==> src/rtl/kmeans_accum_k3_d5.sv <==
// -----------------------------------------------------------------------------
// kmeans_accum_k3_d5
//
// Purpose: accumulates classified samples (5 dimensions, 3 centroids) during a
// pass.  At the end of the pass it divides every per-centroid sum by that
// centroid's sample count, using a serial restoring divider, and produces the
// new centroid positions.
//
// Pass flow: ACCUM (samples accepted) -> DIV (15 elements, SW+2 cycles each)
//            -> DONE (one cycle, out_valid pulse, accumulators cleared).
//
// Parameters
//   input_data_width : unsigned sample / centroid component width
//   count_width      : per-centroid sample counter width
//   (sum width SW = input_data_width + count_width)
//
// Ports
//   clk, rst                       : clock, synchronous active-high reset
//   in_valid, in_last              : sample strobe, last-sample-of-pass flag
//   input_data0..input_data4       : sample dimensions d0..d4
//   selected_centroid              : nearest centroid 0..2 (3 = no update)
//   in_ready                       : high while accumulating
//   centroid0_d0..centroid2_d4     : registered centroid components
//   cluster_count0..2              : per-centroid pass counts (optional)
//   out_valid                      : one-cycle pulse when all centroids updated
//
// Optional feature: define KMEANS_ACCUM_COUNT_OUT_EN to add the
// cluster_count0..cluster_count2 outputs, captured on the DIV-entry edge.
// -----------------------------------------------------------------------------
module kmeans_accum_k3_d5 #(
  parameter int input_data_width = 16,
  parameter int count_width      = 16
) (
  input  logic                        clk,
  input  logic                        rst,
  input  logic                        in_valid,
  input  logic                        in_last,
  input  logic [input_data_width-1:0] input_data0,
  input  logic [input_data_width-1:0] input_data1,
  input  logic [input_data_width-1:0] input_data2,
  input  logic [input_data_width-1:0] input_data3,
  input  logic [input_data_width-1:0] input_data4,
  input  logic [1:0]                  selected_centroid,
  output logic                        in_ready,
  output logic [input_data_width-1:0] centroid0_d0,
  output logic [input_data_width-1:0] centroid0_d1,
  output logic [input_data_width-1:0] centroid0_d2,
  output logic [input_data_width-1:0] centroid0_d3,
  output logic [input_data_width-1:0] centroid0_d4,
  output logic [input_data_width-1:0] centroid1_d0,
  output logic [input_data_width-1:0] centroid1_d1,
  output logic [input_data_width-1:0] centroid1_d2,
  output logic [input_data_width-1:0] centroid1_d3,
  output logic [input_data_width-1:0] centroid1_d4,
  output logic [input_data_width-1:0] centroid2_d0,
  output logic [input_data_width-1:0] centroid2_d1,
  output logic [input_data_width-1:0] centroid2_d2,
  output logic [input_data_width-1:0] centroid2_d3,
  output logic [input_data_width-1:0] centroid2_d4,
`ifdef KMEANS_ACCUM_COUNT_OUT_EN
  output logic [count_width-1:0]      cluster_count0,
  output logic [count_width-1:0]      cluster_count1,
  output logic [count_width-1:0]      cluster_count2,
`endif
  output logic                        out_valid
);

  localparam int IW = input_data_width;
  localparam int CW = count_width;
  localparam int SW = input_data_width + count_width;
  // Phase counter covers load (0), SW iterations (1..SW) and writeback (SW+1).
  localparam int PW = $clog2(SW + 2);

  typedef enum logic [1:0] {
    ACCUM = 2'd0,
    DIV   = 2'd1,
    DONE  = 2'd2
  } state_t;

  state_t          state_q, state_d;
  logic [SW-1:0]   sum_q [3][5];
  logic [SW-1:0]   sum_d [3][5];
  logic [CW-1:0]   cnt_q [3];
  logic [CW-1:0]   cnt_d [3];
  logic [IW-1:0]   cent_q [3][5];
  logic [IW-1:0]   cent_d [3][5];

  // Serial divider state: dvd holds the dividend, shifting left while the
  // quotient bits enter at the LSB; after SW steps it holds the quotient.
  logic [SW-1:0]   dvd_q, dvd_d;
  logic [CW-1:0]   dvs_q, dvs_d;
  logic [CW-1:0]   rem_q, rem_d;
  logic [PW-1:0]   phase_q, phase_d;
  logic [1:0]      k_q, k_d;
  logic [2:0]      d_q, d_d;
  logic            out_valid_q, out_valid_d;

`ifdef KMEANS_ACCUM_COUNT_OUT_EN
  logic [CW-1:0]   ccount_q [3];
  logic [CW-1:0]   ccount_d [3];
`endif

  logic [IW-1:0]   sample [5];
  logic            accept;
  logic [CW:0]     rem_sh;

  assign sample[0] = input_data0;
  assign sample[1] = input_data1;
  assign sample[2] = input_data2;
  assign sample[3] = input_data3;
  assign sample[4] = input_data4;

  assign in_ready = (state_q == ACCUM);
  assign accept   = in_valid && in_ready;

  always_comb begin
    state_d     = state_q;
    sum_d       = sum_q;
    cnt_d       = cnt_q;
    cent_d      = cent_q;
    dvd_d       = dvd_q;
    dvs_d       = dvs_q;
    rem_d       = rem_q;
    phase_d     = phase_q;
    k_d         = k_q;
    d_d         = d_q;
    out_valid_d = 1'b0;
    rem_sh      = {rem_q, dvd_q[SW-1]};
`ifdef KMEANS_ACCUM_COUNT_OUT_EN
    ccount_d    = ccount_q;
`endif

    case (state_q)
      ACCUM: begin
        if (accept) begin
          // selected_centroid == 3 matches no k, so nothing accumulates.
          for (int k = 0; k < 3; k++) begin
            if (selected_centroid == 2'(k)) begin
              for (int d = 0; d < 5; d++) begin
                sum_d[k][d] = sum_q[k][d] + SW'(sample[d]);
              end
              cnt_d[k] = cnt_q[k] + CW'(1);
            end
          end
          if (in_last) begin
            state_d = DIV;
            phase_d = '0;
            k_d     = 2'd0;
            d_d     = 3'd0;
`ifdef KMEANS_ACCUM_COUNT_OUT_EN
            // cnt_d already includes a sample accepted together with in_last.
            ccount_d = cnt_d;
`endif
          end
        end
      end

      DIV: begin
        if (phase_q == '0) begin
          // Load: select the current element's sum and its centroid's count.
          for (int k = 0; k < 3; k++) begin
            if (k_q == 2'(k)) begin
              dvs_d = cnt_q[k];
              for (int d = 0; d < 5; d++) begin
                if (d_q == 3'(d)) begin
                  dvd_d = sum_q[k][d];
                end
              end
            end
          end
          rem_d   = '0;
          phase_d = phase_q + PW'(1);
        end else if (phase_q != PW'(SW + 1)) begin
          // One restoring step.  When the trial subtraction succeeds the
          // true remainder is below dvs, so the low CW bits are exact.
          if (rem_sh >= {1'b0, dvs_q}) begin
            rem_d = rem_sh[CW-1:0] - dvs_q;
            dvd_d = {dvd_q[SW-2:0], 1'b1};
          end else begin
            rem_d = rem_sh[CW-1:0];
            dvd_d = {dvd_q[SW-2:0], 1'b0};
          end
          phase_d = phase_q + PW'(1);
        end else begin
          // Writeback; an empty centroid keeps its previous position.
          if (dvs_q != '0) begin
            for (int k = 0; k < 3; k++) begin
              for (int d = 0; d < 5; d++) begin
                if (k_q == 2'(k) && d_q == 3'(d)) begin
                  cent_d[k][d] = dvd_q[IW-1:0];
                end
              end
            end
          end
          phase_d = '0;
          if (d_q == 3'd4) begin
            d_d = 3'd0;
            k_d = k_q + 2'd1;
          end else begin
            d_d = d_q + 3'd1;
          end
          if (k_q == 2'd2 && d_q == 3'd4) begin
            state_d     = DONE;
            out_valid_d = 1'b1;
          end
        end
      end

      DONE: begin
        for (int k = 0; k < 3; k++) begin
          cnt_d[k] = '0;
          for (int d = 0; d < 5; d++) begin
            sum_d[k][d] = '0;
          end
        end
        state_d = ACCUM;
      end

      default: begin
        state_d = ACCUM;
      end
    endcase
  end

  always_ff @(posedge clk) begin
    if (rst) begin
      state_q     <= ACCUM;
      dvd_q       <= '0;
      dvs_q       <= '0;
      rem_q       <= '0;
      phase_q     <= '0;
      k_q         <= 2'd0;
      d_q         <= 3'd0;
      out_valid_q <= 1'b0;
      for (int k = 0; k < 3; k++) begin
        cnt_q[k] <= '0;
`ifdef KMEANS_ACCUM_COUNT_OUT_EN
        ccount_q[k] <= '0;
`endif
        for (int d = 0; d < 5; d++) begin
          sum_q[k][d]  <= '0;
          cent_q[k][d] <= '0;
        end
      end
    end else begin
      state_q     <= state_d;
      dvd_q       <= dvd_d;
      dvs_q       <= dvs_d;
      rem_q       <= rem_d;
      phase_q     <= phase_d;
      k_q         <= k_d;
      d_q         <= d_d;
      out_valid_q <= out_valid_d;
      for (int k = 0; k < 3; k++) begin
        cnt_q[k] <= cnt_d[k];
`ifdef KMEANS_ACCUM_COUNT_OUT_EN
        ccount_q[k] <= ccount_d[k];
`endif
        for (int d = 0; d < 5; d++) begin
          sum_q[k][d]  <= sum_d[k][d];
          cent_q[k][d] <= cent_d[k][d];
        end
      end
    end
  end

  assign out_valid    = out_valid_q;

  assign centroid0_d0 = cent_q[0][0];
  assign centroid0_d1 = cent_q[0][1];
  assign centroid0_d2 = cent_q[0][2];
  assign centroid0_d3 = cent_q[0][3];
  assign centroid0_d4 = cent_q[0][4];
  assign centroid1_d0 = cent_q[1][0];
  assign centroid1_d1 = cent_q[1][1];
  assign centroid1_d2 = cent_q[1][2];
  assign centroid1_d3 = cent_q[1][3];
  assign centroid1_d4 = cent_q[1][4];
  assign centroid2_d0 = cent_q[2][0];
  assign centroid2_d1 = cent_q[2][1];
  assign centroid2_d2 = cent_q[2][2];
  assign centroid2_d3 = cent_q[2][3];
  assign centroid2_d4 = cent_q[2][4];

`ifdef KMEANS_ACCUM_COUNT_OUT_EN
  assign cluster_count0 = ccount_q[0];
  assign cluster_count1 = ccount_q[1];
  assign cluster_count2 = ccount_q[2];
`endif

endmodule

==> config.mk <==
export PLATFORM = sky130hd
export DESIGN_NAME = kmeans_accum_k3_d5
export DESIGN_NICKNAME = d
export VERILOG_FILES = /design/src/rtl/kmeans_accum_k3_d5.sv
export SDC_FILE = /design/constraint.sdc
export NUM_CORES = 2
export LEC_CHECK = 0
export CAP_MARGIN = 20
export CORE_MARGIN = 1.5
export CORE_UTILIZATION = 31
export DETAILED_ROUTE_END_ITERATION = 7
export SETUP_SLACK_MARGIN = 0.3
export SYNTH_ARGS = -nofsm -noshare
export SYNTH_HDL_FRONTEND = slang
export SYNTH_SLANG_ARGS = --single-unit
==> constraint.sdc <==
create_clock -name clk -period 3.1 [get_ports clk]
set_input_delay 0.31 -clock clk [delete_from_list [all_inputs] [get_ports clk]]
set_output_delay 0.31 -clock clk [all_outputs]
set_load 0.01 [all_outputs]
==> qor.yml <==
synthesis.nets: 6644
cts_sinks: 846
cp_max_fo: 7
core-area_um2: 157000
fill_cells: 15749
grt_antenna_before_repair: 4
grtUsageTotal_pct: 25.1
finalNonFillerCells: 9160
synth_top_area_cell: "dfxtp_1"
dp.cells: 8908
cts_buffers: 101
regMostFlops: "sum_q"
portBuffers: 327
cts_tree: "done"
dieArea_um2: 161000
place.gp.congestion: 0.988
path_clk_slew_ns: 0.06
cts_buffer_depth: 3
critPathSlowestCell: "o31a_1"
clk_latency_ns: 0.81
drc: 0
finalSetupViolations: 0
ys_async_sr_fraction_pct: 0
period_needed_ns: 2.87
leakage_nw: 24.7
slew_headroom_pct: 22.7
cpPeakStageDelay_ns: 0.38
setup_slack_ns: 0.233
cap_violations: 0
synth_area_leaders: "dfxtp_1, nand2_1, ha_1"
die_y_um: 401
via_count: 51227
area_growth_pct: 32.2
fmax_ghz: 0.349
largest_reg_flops: 480
finClkSkew_ns: 0.103
hold_end: "sum_q[448]"
r2r_start: "sum_q[128]"
rsz0062_at_grt: "yes"
maxSlewViolCount: 0
ys.warnings.count: 0
synth_edf_count: 0
grt_max_degree: 98
dp_hpwl_mm: 159
wire_per_inst_um: 23.2
syn_inst: 6271
crit_chain: "ha_4 -> fa_2 -> a211oi_2 -> nor2_2 -> o311a_1 -> o31a_1 -> o311ai_4 -> buf_12 -> a211oi_1 -> xnor2_1 -> nor2_1"
start_util_pct: 31.4
ctsHtreeMaxLevel: 3
r2r-end: "sum_q[156]"
synth.top_cell.area_share_pct: 34.5
via_per_inst: 5.59
synth.yosys.seq_area_share_pct: 34.5
hp-start: "rst"
cpLargestDelayFamily: "compound AO/OA/AOI/OAI gates"
timing.critical_path.buf_inv: 1
synth_flop_cell: "dfxtp_1"
grt_overflow_total: 0
crit_arrival_ns: 3.53
fin_crit_sh_pct: 92.5
die_x_um: 401
holdPathStages: 4
final_nets: 7388
finalHoldViolations: 0
cp.depth: 11
grt_pass1_vias: 47723
synth_cell_type_count: 90
syn_avg_cell_area_um2: 7.84
synthesis.area_um2: 49200
drive_gt1_share_pct: 17.4
r2r_slack_ns: 0.23
wirelength_mm: 213
ios: 328
utilization_pct: 41.5
critical_path_class: "reg -> reg"
synth.most_common_cell: "nand2_1"
hold_class: "in -> reg"
synth_common_cells: "nand2_1, dfxtp_1, a21oi_1, nor2_1, o21ai_0"
worstPathRequired_ns: 3.76
drt_first_pass_iters: 8
ant_nets: 0
peakVddDrop_mv: 0.422
pre_cts_slack_ns: -0.660
p_per_area_nw_per_um2: 439
startpoint_type: "flip-flop"
reg_top3: "sum_q x480, cnt_q x48, dvd_q x32"
clockRootBuffer: "clkbuf_16"
dr.first_iter.drc_count: 4943
r2r_cells: 11
ys_ff_latch: 846
power.total_w: 0.0285
status: "complete, no violations"
num_rows: 145
grt_pass1_wl_mm: 309
worst_pin_slew_ns: 1.15
end_kind: "flip-flop"
[cells in the final DEF (no fill, tap or decap), types with 189 or more instances in the layout]
cell type        synthesis  layout
nand3_1                194     189
xnor2_1                234     234
dfxtp_1                846     807
clkdlybuf4s50_1          0     326
a21oi_1                604     586
buf_4                    0     632
o21ai_0                354     318
nor2_1                 551     531
ha_1                   271     236
nand2_1                953     948
[cells by family (layout without fill, tap and decap cells)]
group                    count (synthesis)  in the layout  share of synthesized area [%]
AO/OA/AOI/OAI                         1860           1860                           24.6
XOR/XNOR                               365            365                           6.50
adder cells (fa/ha/maj)                287            287                           7.55
buffers and inverters                  494           1320                           3.82
flip-flops                             846            846                           34.5
multiplexers                            40             40                          0.822
other                                    0              4                              0
AND/OR/NAND/NOR                       2379           2380                           22.3
[layout make-up]
| type | instances | area, µm² | share of cell area, % |
|---|---|---|---|
| multi-input combinational | 4932 | 32100 | 49.4 |
| sequential | 846 | 17000 | 26.2 |
| timing repair buffer | 1023 | 9130 | 14.1 |
| clock buffer | 143 | 2970 | 4.56 |
| tap | 2058 | 2570 | 3.96 |
| clock inverter | 43 | 754 | 1.16 |
| inverter | 111 | 427 | 0.657 |
| antenna | 4 | 10.0 | 0.0154 |
[layer usage]
layer	share of wire [%]	wire length (µm)	vias to the layer above	track usage, %
met1	41	87800	24603	31.6
met2	44	93900	1921	39.3
met4	7.6	16200	2	16.4
li1	-	-	24160	-
met3	6.9	14800	541	4.47
met5	0.0056	12	-	0
[power by group]
| part | total (W) | switching (W) | internal [W] |
|---|---|---|---|
| Clock | 0.0132 | 0.00537 | 0.00788 |
| Combinational | 0.00404 | 0.00236 | 0.00167 |
| Sequential | 0.0112 | 0.000195 | 0.0110 |
[through the flow]
| step | cell area [µm²] | setup TNS (ns) | hold slack (ns) |
|---|---|---|---|
| 3_5_place_dp | 58800 | -67.63 | 0.446 |
| 5_1_grt | 65000 | 0 | 0.0835 |
| 6_report | 65000 | 0 | 0.105 |
| 3_3_place_gp | 58800 | -59.53 | 0.442 |
| 2_1_floorplan | 49200 | 0 | 0.439 |
| 4_1_cts | 63300 | 0 | 0.0717 |
[how the worst max path moves through the flow]
stage | start | endpoint | slack, ns
floorplan | dvs_q[1] | dvd_q[0] | 0.28
global placement | input_data0[0] | sum_q[158] | -0.59
detailed placement | input_data0[0] | sum_q[158] | -0.66
CTS | state_q[1] | centroid1_d0[11] | 0.24
global route | sum_q[128] | sum_q[158] | 0.12
finish | sum_q[128] | sum_q[156] | 0.23
[worst register-to-register path: stages, from the launching register on]
cell,delay (ns)
dfxtp_2,0.34
ha_4,0.16
fa_2,0.37
a211oi_2,0.24
nor2_2,0.10
o311a_1,0.36
o31a_1,0.38
o311ai_4,0.29
buf_12,0.17
a211oi_1,0.08
xnor2_1,0.18
nor2_1,0.06
[what timing repair did]
action,in CTS,in global routing
buffers inserted,13,37
resized for setup,132,290
endpoints found under the setup margin,232,360
hold buffers,1,0
gates cloned,4,7
hold endpoints to repair,2,0
pin swaps,31,117
(Power assumes the default switching activity.)
